**config.mk**
```make
export PLATFORM = sky130hd
export DESIGN_NAME = cpu_control_fsm
export DESIGN_NICKNAME = d
export VERILOG_FILES = /design/src/rtl/cpu_ctrl_pkg.sv /design/src/rtl/mem_wait_timer.sv /design/src/rtl/cpu_control_fsm.sv
export SDC_FILE = /design/constraint.sdc
export NUM_CORES = 1
export LEC_CHECK = 0
export ABC_AREA = 1
export CAP_MARGIN = 20
export CORE_ASPECT_RATIO = 0.5
export CORE_MARGIN = 2
export CORE_UTILIZATION = 35
export DETAILED_ROUTE_END_ITERATION = 8
export HOLD_SLACK_MARGIN = 0.08
export MAX_ROUTING_LAYER = met4
export PLACE_DENSITY = 0.61
export SLEW_MARGIN = 10
export SYNTH_ARGS = -nofsm -noshare
export SYNTH_HDL_FRONTEND = slang
export SYNTH_SLANG_ARGS = --single-unit
```
**constraint.sdc**
```tcl
create_clock -name clk -period 3.1 [get_ports clk]
set_input_delay 0.775 -clock clk [delete_from_list [all_inputs] [get_ports clk]]
set_output_delay 0.775 -clock clk [all_outputs]
set_load 0.05 [all_outputs]
```
**src/rtl/cpu_ctrl_pkg.sv**
```systemverilog
// Shared encodings for the CPU control FSM: states, memory commands,
// instruction {opcode,op} constants, branch condition codes and datapath selects.
package cpu_ctrl_pkg;

    typedef enum logic [3:0] {
        S_RST   = 4'd0,
        S_IF1   = 4'd1,
        S_IF2   = 4'd2,
        S_UPC   = 4'd3,
        S_DEC   = 4'd4,
        S_GETA  = 4'd5,
        S_GETB  = 4'd6,
        S_EXEC  = 4'd7,
        S_STORE = 4'd8,
        S_ADDR  = 4'd9,
        S_MRD   = 4'd10,
        S_EXSTR = 4'd11,
        S_MWR   = 4'd12,
        S_BR    = 4'd13,
        S_HALT  = 4'd14,
        S_FAULT = 4'd15
    } state_t;

    localparam logic [1:0] MNONE  = 2'b00;
    localparam logic [1:0] MREAD  = 2'b01;
    localparam logic [1:0] MWRITE = 2'b10;

    localparam logic [4:0] I_MOVI = 5'b11010;
    localparam logic [4:0] I_MOV  = 5'b11000;
    localparam logic [4:0] I_MVN  = 5'b10111;
    localparam logic [4:0] I_ADD  = 5'b10100;
    localparam logic [4:0] I_CMP  = 5'b10101;
    localparam logic [4:0] I_AND  = 5'b10110;
    localparam logic [4:0] I_LDR  = 5'b01100;
    localparam logic [4:0] I_STR  = 5'b10000;

    localparam logic [2:0] OPC_BR   = 3'b001;
    localparam logic [2:0] OPC_HALT = 3'b111;

    localparam logic [2:0] C_AL = 3'b000;
    localparam logic [2:0] C_EQ = 3'b001;
    localparam logic [2:0] C_NE = 3'b010;
    localparam logic [2:0] C_LT = 3'b011;
    localparam logic [2:0] C_LE = 3'b100;

    localparam logic [2:0] NS_RN = 3'b001;
    localparam logic [2:0] NS_RD = 3'b010;
    localparam logic [2:0] NS_RM = 3'b100;

    localparam logic [1:0] VS_C     = 2'b00;
    localparam logic [1:0] VS_IMM   = 2'b10;
    localparam logic [1:0] VS_MDATA = 2'b11;

    function automatic logic branch_taken(input logic [2:0] c, input logic z,
                                          input logic n, input logic v);
        case (c)
            C_AL:    return 1'b1;
            C_EQ:    return z;
            C_NE:    return !z;
            C_LT:    return n ^ v;
            C_LE:    return (n ^ v) | z;
            default: return 1'b0;
        endcase
    endfunction

endpackage

```
**src/rtl/mem_wait_timer.sv**
```systemverilog
// Counts cycles spent waiting on mem_ready; flags expiry on the cycle whose
// increment would reach TIMEOUT.
module mem_wait_timer #(
    parameter int unsigned TIMEOUT = 16
) (
    input  logic clk,
    input  logic reset,
    input  logic i_clr,
    input  logic i_inc,
    output logic o_expire
);
    localparam logic [7:0] LAST = 8'(TIMEOUT - 1);

    logic [7:0] r_cnt;

    always_ff @(posedge clk) begin
        if (!reset)
            r_cnt <= '0;
        else if (i_clr)
            r_cnt <= '0;
        else if (i_inc)
            r_cnt <= r_cnt + 8'd1;
    end

    assign o_expire = i_inc && (r_cnt == LAST);

endmodule

```
**src/rtl/cpu_control_fsm.sv**
```systemverilog
// Multi-cycle CPU controller: fetch/decode/execute sequencing with memory
// handshake, wait timeout, branch evaluation and a retired-instruction counter.
module cpu_control_fsm
    import cpu_ctrl_pkg::*;
#(
    parameter int unsigned MEM_TIMEOUT = 16,
    parameter int unsigned CNT_W       = 16
) (
    input  logic             clk,
    input  logic             reset,
    input  logic [2:0]       opcode,
    input  logic [1:0]       op,
    input  logic [2:0]       cond,
    input  logic             Z,
    input  logic             N,
    input  logic             V,
    input  logic             mem_ready,
    output logic             asel,
    output logic             bsel,
    output logic             loada,
    output logic             loadb,
    output logic             loadc,
    output logic             loads,
    output logic             write_regfile,
    output logic [1:0]       vsel,
    output logic [2:0]       nsel,
    output logic             load_pc,
    output logic             reset_pc,
    output logic             pc_sel,
    output logic             load_addr,
    output logic             addr_sel,
    output logic             load_ir,
    output logic [1:0]       mem_cmd,
    output logic             halted,
    output logic             fault,
    output logic [CNT_W-1:0] retired
);
    state_t           r_state;
    state_t           w_next;
    logic [4:0]       w_instr;
    logic             w_waiting;
    logic             w_inc;
    logic             w_clr;
    logic             w_expire;
    logic             w_retire;
    logic [CNT_W-1:0] r_retired;

    assign w_instr   = {opcode, op};
    assign w_waiting = r_state inside {S_IF1, S_MRD, S_MWR};
    assign w_inc     = w_waiting && !mem_ready;
    assign w_clr     = (w_next != r_state);
    assign w_retire  = (w_next == S_IF1) && (r_state inside {S_STORE, S_EXEC, S_MWR, S_BR});
    assign retired   = r_retired;

    mem_wait_timer #(.TIMEOUT(MEM_TIMEOUT)) u_timer (
        .clk      (clk),
        .reset    (reset),
        .i_clr    (w_clr),
        .i_inc    (w_inc),
        .o_expire (w_expire)
    );

    always_ff @(posedge clk) begin
        if (!reset) begin
            r_state   <= S_RST;
            r_retired <= '0;
        end else begin
            r_state <= w_next;
            if (w_retire)
                r_retired <= r_retired + CNT_W'(1);
        end
    end

    always_comb begin
        w_next        = r_state;
        asel          = 1'b0;
        bsel          = 1'b0;
        loada         = 1'b0;
        loadb         = 1'b0;
        loadc         = 1'b0;
        loads         = 1'b0;
        write_regfile = 1'b0;
        vsel          = VS_C;
        nsel          = 3'b000;
        load_pc       = 1'b0;
        reset_pc      = 1'b0;
        pc_sel        = 1'b0;
        load_addr     = 1'b0;
        addr_sel      = 1'b0;
        load_ir       = 1'b0;
        mem_cmd       = MNONE;
        halted        = 1'b0;
        fault         = 1'b0;

        case (r_state)
            S_RST: begin
                load_pc  = 1'b1;
                reset_pc = 1'b1;
                w_next   = S_IF1;
            end
            S_IF1: begin
                addr_sel = 1'b1;
                mem_cmd  = MREAD;
                if (mem_ready)     w_next = S_IF2;
                else if (w_expire) w_next = S_FAULT;
            end
            S_IF2: begin
                // PC still drives the address while the IR captures the word
                addr_sel = 1'b1;
                load_ir  = 1'b1;
                mem_cmd  = MREAD;
                w_next   = S_UPC;
            end
            S_UPC: begin
                load_pc = 1'b1;
                w_next  = S_DEC;
            end
            S_DEC: begin
                if (w_instr == I_MOVI)
                    w_next = S_STORE;
                else if (w_instr == I_MOV || w_instr == I_MVN)
                    w_next = S_GETB;
                else if (w_instr inside {I_ADD, I_CMP, I_AND, I_LDR, I_STR})
                    w_next = S_GETA;
                else if (opcode == OPC_HALT)
                    w_next = S_HALT;
                else if (opcode == OPC_BR)
                    w_next = S_BR;
                else
                    w_next = S_RST;
            end
            S_GETA: begin
                nsel   = NS_RN;
                loada  = 1'b1;
                w_next = (w_instr == I_LDR || w_instr == I_STR) ? S_EXEC : S_GETB;
            end
            S_GETB: begin
                nsel   = NS_RM;
                loadb  = 1'b1;
                w_next = S_EXEC;
            end
            S_EXEC: begin
                if (w_instr == I_LDR || w_instr == I_STR) begin
                    bsel   = 1'b1;
                    loadc  = 1'b1;
                    w_next = S_ADDR;
                end else if (w_instr == I_CMP) begin
                    loads  = 1'b1;
                    w_next = S_IF1;
                end else if (w_instr == I_MOV || w_instr == I_MVN) begin
                    asel   = 1'b1;
                    loadc  = 1'b1;
                    w_next = S_STORE;
                end else begin
                    loadc  = 1'b1;
                    w_next = S_STORE;
                end
            end
            S_STORE: begin
                write_regfile = 1'b1;
                if (w_instr == I_MOVI) begin
                    vsel = VS_IMM;
                    nsel = NS_RN;
                end else if (w_instr == I_LDR) begin
                    vsel = VS_MDATA;
                    nsel = NS_RD;
                end else begin
                    vsel = VS_C;
                    nsel = NS_RD;
                end
                w_next = S_IF1;
            end
            S_ADDR: begin
                load_addr = 1'b1;
                if (w_instr == I_STR) begin
                    // fetch the store data into B while the address is latched
                    nsel   = NS_RD;
                    loadb  = 1'b1;
                    w_next = S_EXSTR;
                end else begin
                    w_next = S_MRD;
                end
            end
            S_MRD: begin
                mem_cmd = MREAD;
                if (mem_ready)     w_next = S_STORE;
                else if (w_expire) w_next = S_FAULT;
            end
            S_EXSTR: begin
                asel   = 1'b1;
                loadc  = 1'b1;
                w_next = S_MWR;
            end
            S_MWR: begin
                mem_cmd = MWRITE;
                if (mem_ready)     w_next = S_IF1;
                else if (w_expire) w_next = S_FAULT;
            end
            S_BR: begin
                if (branch_taken(cond, Z, N, V)) begin
                    load_pc = 1'b1;
                    pc_sel  = 1'b1;
                end
                w_next = S_IF1;
            end
            S_HALT: begin
                halted = 1'b1;
            end
            S_FAULT: begin
                fault = 1'b1;
            end
            default: begin
                w_next = S_RST;
            end
        endcase
    end

endmodule

```
Word-level counts from Yosys, hierarchy flattened --
Index checks and enable logic that the tools add are counted. Widths: inputs -> output; s select.
Cells by class: $add $sub $neg 2, multipliers 0, divide/modulo/power cells 0, magnitude comparators 0, eq/ne operators 32, shifts and indexed selects 0, mux-type cells 48, bitwise logic cells 3, reductions and logical operators 17
Operators with widths (count):
- $pmux 4 s12 | 1
- $mux 4 | 11
- $eq 5x5->1 const B | 7
- $eq 4x4->1 const B | 8
- $mux 1 | 24
- $add 16x1->16 const B | 1
- $eq 4x3->1 const B | 4
- $pmux 3 s4 | 1
- $mux 2 | 5
- $add 8x1->8 const B | 1
- $eq 4x1->1 const B | 2
- $eq 4x2->1 const B | 2
- $eq 8x4->1 const B | 1
- $pmux 1 s2 | 4
- $eq 3x1->1 const B | 2
- $eq 3x2->1 const B | 2
- $eq 3x3->1 const B | 2
- $reduce_or 2->1 | 3
- $reduce_or 3->1 | 2
- $eq 5x4->1 const B | 1
- $pmux 1 s5 | 1
- $reduce_bool 5->1 | 1
- $logic_not 4->1 | 1
- $ne 4x4->1 | 1
- 10 further kinds | 14
Storage, ports and cells: flip-flop bits (word level) 28, latch bits 0, bits in writable memories 0, ROM bits 0, output and inout port bits 38, logic and storage cells 105, memories kept 0

Depth between registers and ports, before layout --
Gate-level depths: netlist of run 1.
depth in word-level cells 9, depth in mapped cells 15, gate-level depth less buffers 14

By module --
A second synthesis of run 1 with hierarchy kept.
Second synthesis, totals: cells, all modules 364, area, all modules 2378.5 um^2
By module, submodules not included:
- cpu_control_fsm | times used 1, cells an instance 307, area each 1979.4 um^2, sequential area each 400.4 um^2
- mem_wait_timer | times used 1, cells an instance 57, area each 399.1 um^2, sequential area each 160.2 um^2

Least setup slack after synthesis of run 1 --
Ideal clock, no wire load.
path kind in2out, from in opcode[0], to out loadc, data arrival time 2.069 ns, required time 2.325 ns, setup slack 0.256 ns, stages on the path 5, buffers on the path 0, cell sequence inv_1 nor2_2 nand2_1 nor2_1 o21ai_0
On the way: word-level cells in the longest chain between the ends 4, elaborated cells on any way between the ends 7, classes of those cells eq/ne (3); mux (3); reduce/logical (1)
RTL lines:
- start, declared | RTL line cpu_control_fsm.sv:11 | input logic [2:0] opcode,
- $eq 5x5->1 (tied with other cells) | RTL line cpu_control_fsm.sv:147 | end else if (w_instr == I_CMP) begin
- $mux 1 or $logic_or 1x1->1 (tied branches) | RTL line cpu_control_fsm.sv:147, cpu_control_fsm.sv:143
- $mux 1 (*) | RTL line cpu_control_fsm.sv:143 | if (w_instr == I_LDR || w_instr == I_STR) begin
- $pmux 1 s2 (*) | RTL line cpu_control_fsm.sv:95 | case (r_state)
- end, declared | RTL line cpu_control_fsm.sv:22 | output logic loadc,
Mark *: on every way between the ends. The rest lies on a longest branch, timed or not.

Final worst setup path of run 1 --
from in op[1], to out nsel[0]
On the way: word-level cells in the longest chain between the ends 3
RTL lines:
- start, declared | RTL line cpu_control_fsm.sv:12 | input logic [1:0] op,
- $eq 5x5->1 | RTL line cpu_control_fsm.sv:161 | if (w_instr == I_MOVI) begin
- $mux 2 | RTL line cpu_control_fsm.sv:161
- $pmux 3 s4 | RTL line cpu_control_fsm.sv:95
- end, declared | RTL line cpu_control_fsm.sv:26 | output logic [2:0] nsel,
No other way between the ends.

==> key figures, run 1 <==
Synth
  • Synth unique cells: 28
  • Seq cells post-synth: 28
  • Syn Area/Cell: ~6 sq um
  • Syn nets: 360
  • Sequential fraction of the synthesis area: 0.2783
  • YS warnings: 0
  • Cells after Synth: 344
  • Mapped cell area: approximately 2000 sq um

Timing
  • Final Hold Violating Endpoints: 0
  • RSZ-0062 raised after global routing: true
  • Clock Skew: approximately 0.0029 ns
  • Worst setup slack after layout: around 0.04 ns
  • Max-slew headroom: 0.3759
  • Fin crit period: about 3.1 ns
  • Max-slew violation count: 0
  • Final Cycle Share: 0.9871
  • Setup Viol. Count Final: 0
  • F_max: roughly 330 MHz
  • Worst-Margin Slew: ~0.93 ns

Power and ir drop
  • Pwr dens: 414.4 nW/um^2
  • Worst vdd ir: around 0.37 mV
  • Leakage: approximately 1.3 nW

Layout
  • Final Util: 0.5123
  • Layout Nets: around 410
  • Layout area overhead: 40.25%
  • Filler Cell Count: between 500 and 600
  • ANT cells: 0
  • Layout cell share with drive strength beyond 1: 0.09114

Setup path
  • Critical Path AT: 2.29 ns
  • CP startpoint: op[1]
  • Critical R2R Launch: r_state[0]
  • Crit Path Max Fanout: 3
  • Kind of critical path: input port to output pin
  • R2R Path End: retired[15]
  • R2R cell count: 9
  • FF-to-FF setup slack: roughly 0.62 ns
  • CP Launch Type: input port
  • Critical Path End Type: output pin
  • Required @ worst endpoint: around 2.3 ns
  • Crit path to: nsel[0]

Clock network
  • Root Driver: clkbuf_16
  • CTS Buffer Depth: 2
  • # hold bufs at CTS: 0
  • Cts repair resizes: 0
  • Clock latency on the worst-skew pair: around 0.26 ns
  • CTS tree: yes
  • Clock sink count: 28
  • Post-CTS setup buffers: 0
  • Max H-tree Level: 1
  • Num CTS Buffers: 3
  • Clk slew on worst S/H paths: ~0.060 ns

Floorplan
  • Die height: 57.65 um
  • Width of the die: between 100 and 150 um
  • Row Count: 19
  • Die footprint: 6415 sq um
  • I/O pins: 52
  • Initial Util: 0.3652
  • Core Footprint: roughly 5500 sq um

GRT
  • Global-route wire length before repair: about 9000 um
  • Gr usage total: 0.1692
  • Vias in the first global route: 2,058
  • Pin count of the biggest net entering global routing: 30
  • Initial antenna violation count: 0
  • Remaining Overflow, GRT: 0

Route
  • Residual DRC: 0
  • Via density per instance: 4.910
  • Initial DRC count: 98
  • Drt pass-1 iters: 4
  • Total wire length: ~5200 um
  • Routed Antenna Nets: 0
  • Via count: approximately 2,300
  • Avg WL per Cell: 11.14 um

Run
  • Maxcap violations: 0

Place
  • Post-DP HPWL: between 4000 and 5000 um
  • Global placement routability congestion: 0.9133
  • IO buf count: between 50 and 60
  • Dpl ws: between 0.03 and 0.04 ns

Hold path
  • HP Class: register to register

Status
  • Status: completed
[layout by cell type (no fill, tap or decap), types with 6 or more instances in the layout]
cell             count
inv_1               43
nor2_1              74
o21ai_0              9
nor2_2               6
nand2_1             75
dfxtp_1             28
buf_12              12
clkdlybuf4s50_1     40
nand3_1             44
xor2_1               7
a21oi_1             17
[power by group]
group	leakage, nW	switching [mW]	internal, mW
sequential	0.226	0.0145	0.368
clock	0.0511	0.119	0.257
combinational	1.04	0.266	0.145
total	1.32	0.400	0.771
[flip-flops by register name (all words and copies together) (netlist names)]
signal and cells:
u_timer.r_cnt 8, r_state 4, retired 16
[metal layers]
layer  track usage  vias to the layer above  routed length, um
li1              -                     1196                  -
met1        0.1984                     1048               2543
met2        0.3153                       54               2447
met3       0.03138                        0                223
met4       0.02646                        0                  0
met5             -                        -                  0
[through the flow]
step	TNS (ns)	cells	total power, mW	cell area, sq um	hold WS [ns]
after global placement	0	464	0.7947	2716	0.4940
after floorplan	0	344	0.6794	2014	0.4952
after CTS	0	468	1.183	2821	0.5282
after detailed placement	0	464	0.8024	2716	0.5098
after global routing	-0.07920	468	1.233	2825	0.5692
final	0	468	1.171	2825	0.5336
[synthesized netlist by cell type (all sizes together)]
library cell | count | area, sq um
clkbuf | 2 | 7.510
o211ai | 2 | 15.01
nor3 | 3 | 15.01
o21ai | 10 | 50.04
inv | 47 | 176.4
mux2i | 1 | 10.01
a21oi | 18 | 90.09
dfxtp | 28 | 560.5
xor2 | 7 | 61.31
nor4 | 3 | 18.77
xnor2 | 3 | 26.28
ha | 2 | 25.02
o31ai | 1 | 7.510
or2 | 1 | 6.260
buf | 5 | 37.53
nand2 | 79 | 306.5
o22ai | 2 | 12.51
nand4 | 3 | 18.77
nand3 | 46 | 247.7
nor2 | 80 | 315.3
and3 | 1 | 6.260
[critical path: stages]
cell,delay (ns)
clkdlybuf4s50_1,0.50
inv_1,0.06
or2_2,0.27
nor2_1,0.19
inv_1,0.09
o22ai_1,0.23
buf_12,0.18
[kinds of logic (layout without fill, tap and decap cells)]
group | after synthesis | in the layout | synth area share
simple gates | 216 | 216 | 0.4640
buf+inv | 54 | 105 | 0.1099
compound gates | 33 | 33 | 0.08695
flops | 28 | 28 | 0.2783
xor+xnor | 10 | 10 | 0.04348
fa+ha+maj | 2 | 2 | 0.01242
mux | 1 | 1 | 0.004969
[how the worst min path moves through the flow]
stage | cells after the start | start | to | slack [ns]
after CTS | 2 | retired[15] | retired[15] | 0.53
after floorplan | 2 | u_timer.r_cnt[7] | u_timer.r_cnt[7] | 0.50
final | 2 | retired[15] | retired[15] | 0.53
after global routing | 2 | u_timer.r_cnt[7] | u_timer.r_cnt[7] | 0.57
after global placement | 2 | retired[15] | retired[15] | 0.49
after detailed placement | 2 | retired[15] | retired[15] | 0.51
[cell type report]
type,instances,area [sq um],area share
Multi-Input combinational cell,262,1236,0.4376
Timing Repair Buffer,54,655.6,0.2321
Sequential cell,28,560.5,0.1984
Inverter,47,176.4,0.06244
Tap cell,73,91.34,0.03233
Clock buffer,3,75.07,0.02657
Clock inverter,1,30.03,0.01063
Power figures use the tool's default switching activity.
==> inputs of run 2 (changes only) <==
- CTS_BUF_LIST: not set -> sky130_fd_sc_hd__clkbuf_8
- CTS_CLUSTER_DIAMETER: not set -> 120
- REMOVE_ABC_BUFFERS: not set -> 1
==> run 2 against run 1 <==
  * Wire length down 2.9%
  * Worst setup slack better by 0.055 ns
  * Highest routed layer is now met4
  * Clock power down 24%
  * Sequential share of layout area up 0.25 points
  * Via count down 1.7%
  * Clock-buffer cell count unchanged
==> key figures, run 2 (synthesis gave the netlist of run 1 again) <==
Timing
  • Max-slew violation count: 0 (unchanged)
  • Final hold slack: 0.5262 ns (-0.007322 ns)
  • Max-slew headroom: 0.4037 (+0.02782)
  • Final Cycle Share: 0.9694 (-0.01779)
  • Final Hold Violating Endpoints: 0 (unchanged)
  • F_max: 332.8 MHz (+1.8%)
  • Clock Skew: 0.003995 ns (+0.001144 ns)
  • Setup_tns: 0 ns (unchanged)
  • Fin crit period: 3.005 ns (-0.05514 ns)
  • Worst-Margin Slew: 0.8905 ns (-0.04154 ns)
  • RSZ-0062 raised after global routing: false
  • Setup Viol. Count Final: 0 (unchanged)

Floorplan
  • Row Count: 19 (unchanged)
  • Die height: 57.65 um (unchanged)
  • Die footprint: 6415 sq um (unchanged)
  • I/O pins: 52 (unchanged)
  • Width of the die: 111.3 um (unchanged)
  • Core Footprint: 5515 sq um (unchanged)
  • Initial Util: 0.3652 (unchanged)

GRT
  • Global-route wire length before repair: 8542 um (-3.1%)
  • Initial antenna violation count: 0 (unchanged)
  • Pin count of the biggest net entering global routing: 30 (unchanged)
  • Gr usage total: 0.1624 (-0.006800)
  • Vias in the first global route: 2,000 (-2.8%)
  • Remaining Overflow, GRT: 0 (unchanged)

Layout
  • Layout Nets: 412 (unchanged)
  • Commonest non-fill, non-tap cell in the layout: nand2_1
  • Layout cell share with drive strength beyond 1: 0.09114 (unchanged)
  • Filler Cell Count: 558 (-3.6%)
  • ANT cells: 0 (unchanged)
  • Final instance area: 2790 sq um (-1.2%)
  • Final Util: 0.5059 (-0.006352)
  • Commonest non-fill, non-tap cells in the layout: nand2_1, nor2_1, nand3_1
  • Max reg flops: 16 (unchanged)
  • Layout area overhead: 38.51%

Setup path
  • Kind of critical path: input port to output pin
  • CP cell instances: clkdlybuf4s50_1 -> inv_1 -> or2_2 -> nor2_2 -> inv_1 -> o22ai_1 -> buf_12
  • Slowest-stage cell, CP: clkdlybuf4s50_1
  • Cell mode on critical path: inv_1
  • CP Launch Type: input port
  • Critical Path AT: 2.23 ns (-0.06 ns)
  • Largest stage delay on the critical path: 0.49 ns (about the same)
  • WP buf/inv: 4 (unchanged)
  • Worst path top cell family by delay: buffers and inverters
  • Critical Path End Type: output pin
  • Crit Path Max Fanout: 3 (unchanged)
  • Required @ worst endpoint: 2.32 ns (about the same)

Hold path
  • HP Class: register to register

Clock network
  • Max H-tree Level: 1 (unchanged)
  • CTS Buffer Depth: 2 (unchanged)
  • CTS tree: yes
  • Clock latency on the worst-skew pair: 0.27 ns (about the same)
  • Post-CTS setup buffers: 0 (unchanged)
  • Root Driver: clkbuf_8
  • Num CTS Buffers: 3 (unchanged)
  • Clock sink count: 28 (unchanged)
  • Clk slew on worst S/H paths: 0.09 ns (+0.03 ns)

Place
  • Global placement routability congestion: 0.8662 (-5.2%)
  • IO buf count: 51 (unchanged)
  • Post-DP HPWL: 3997 um (-2.9%)
  • Placed Area: 2716 sq um (unchanged)

Route
  • Drt pass-1 iters: 4 (unchanged)
  • Avg WL per Cell: 10.82 um (-2.9%)
  • Routed Antenna Nets: 0 (unchanged)
  • Via count: 2,258 (-1.7%)
  • Via density per instance: 4.825 (-1.7%)
  • Residual DRC: 0 (unchanged)
  • Initial DRC count: 90 (-8.2%)
  • Total wire length: 5063 um (-2.9%)

Power and ir drop
  • Switching pwr: 0.3942 mW (-1.5%)
  • Logic gate share of total power: 0.380 (+0.028)
  • Clock power share: 0.265 (-0.056)
  • Internal power: 0.6864 mW (-11%)
  • Leakage: 1.305 nW (-1.2%)
  • Sequential share of power: 0.355 (+0.028)
  • Total power: 1.081 mW (-7.7%)
  • Switching portion of total power: 0.3648 (+0.02292)
  • Worst vdd ir: 0.2477 mV (-34%)
  • Pwr dens: 387.3 nW/um^2 (-6.5%)

Status
  • Status: completed

Run
  • Maxcap violations: 0 (unchanged)
run 2: cell count changes in the layout (fill, tap and decap cells not counted):
cell	before	now
nor2_2	6	7
clkbuf_8	0	3
a21oi_1	17	18
clkbuf_16	3	0
nor2_1	74	73
a21oi_2	1	0
run 2: worst paths after layout:
| check | to | cells after the start | slack, ns | startpoint |
|---|---|---|---|---|
| worst max register to register | retired[15] | 9 | 0.69 | r_state[0] |
| worst max-delay path | nsel[0] | 7 | 0.09 | op[1] |
| worst min-delay path | retired[15] | 2 | 0.53 | retired[15] |
| worst min register to register | retired[15] | 2 | 0.53 | retired[15] |
run 2: metrics by stage:
step | instances | setup slack, ns
after floorplan | 337 | 0.2556
after global placement | 464 | 0.08363
after detailed placement | 464 | 0.05051
after CTS | 468 | 0.04719
after global routing | 468 | 0.01719
final | 468 | 0.09498
run 2: power by group through the flow:
stage                     logic, mW  registers [mW]  clock network [mW]
after floorplan               0.252           0.393                   0
after global placement        0.404           0.391                   0
after detailed placement      0.409           0.391                   0
after CTS                     0.411           0.383               0.296
after global routing          0.446           0.385               0.310
final                         0.411           0.383               0.287
run 2: repair_timing:
item | in CTS | in global routing
hold buffers | 0 | 0
setup endpoints to repair | 0 | 2
gates resized for setup | 0 | 1
run 2: routing by layer:
layer	routed length, um	up-vias	GRT usage
met5	0	-	-
met4	27	0	0.02998
met3	318	2	0.03033
met2	2217	69	0.2796
met1	2500	993	0.2057
li1	-	1194	-
run 2: cell type report:
cell class	count	area [sq um]	share of cell area
Inverter	47	176.4	0.06323
Tap cell	73	91.34	0.03274
Multi-Input combinational cell	262	1235	0.4426
Clock inverter	1	30.03	0.01076
Timing Repair Buffer	54	655.6	0.2350
Sequential cell	28	560.5	0.2009
Clock buffer	3	41.29	0.01480
run 2: worst reg2reg max path: stages (launching register included):
cell	delay, ns
dfxtp_1	0.52
nand2_1	0.12
inv_1	0.13
nand2_1	0.15
o211ai_1	0.45
nand2_1	0.31
nor4_1	0.39
nand3_1	0.12
nand2_1	0.08
nor2_1	0.04
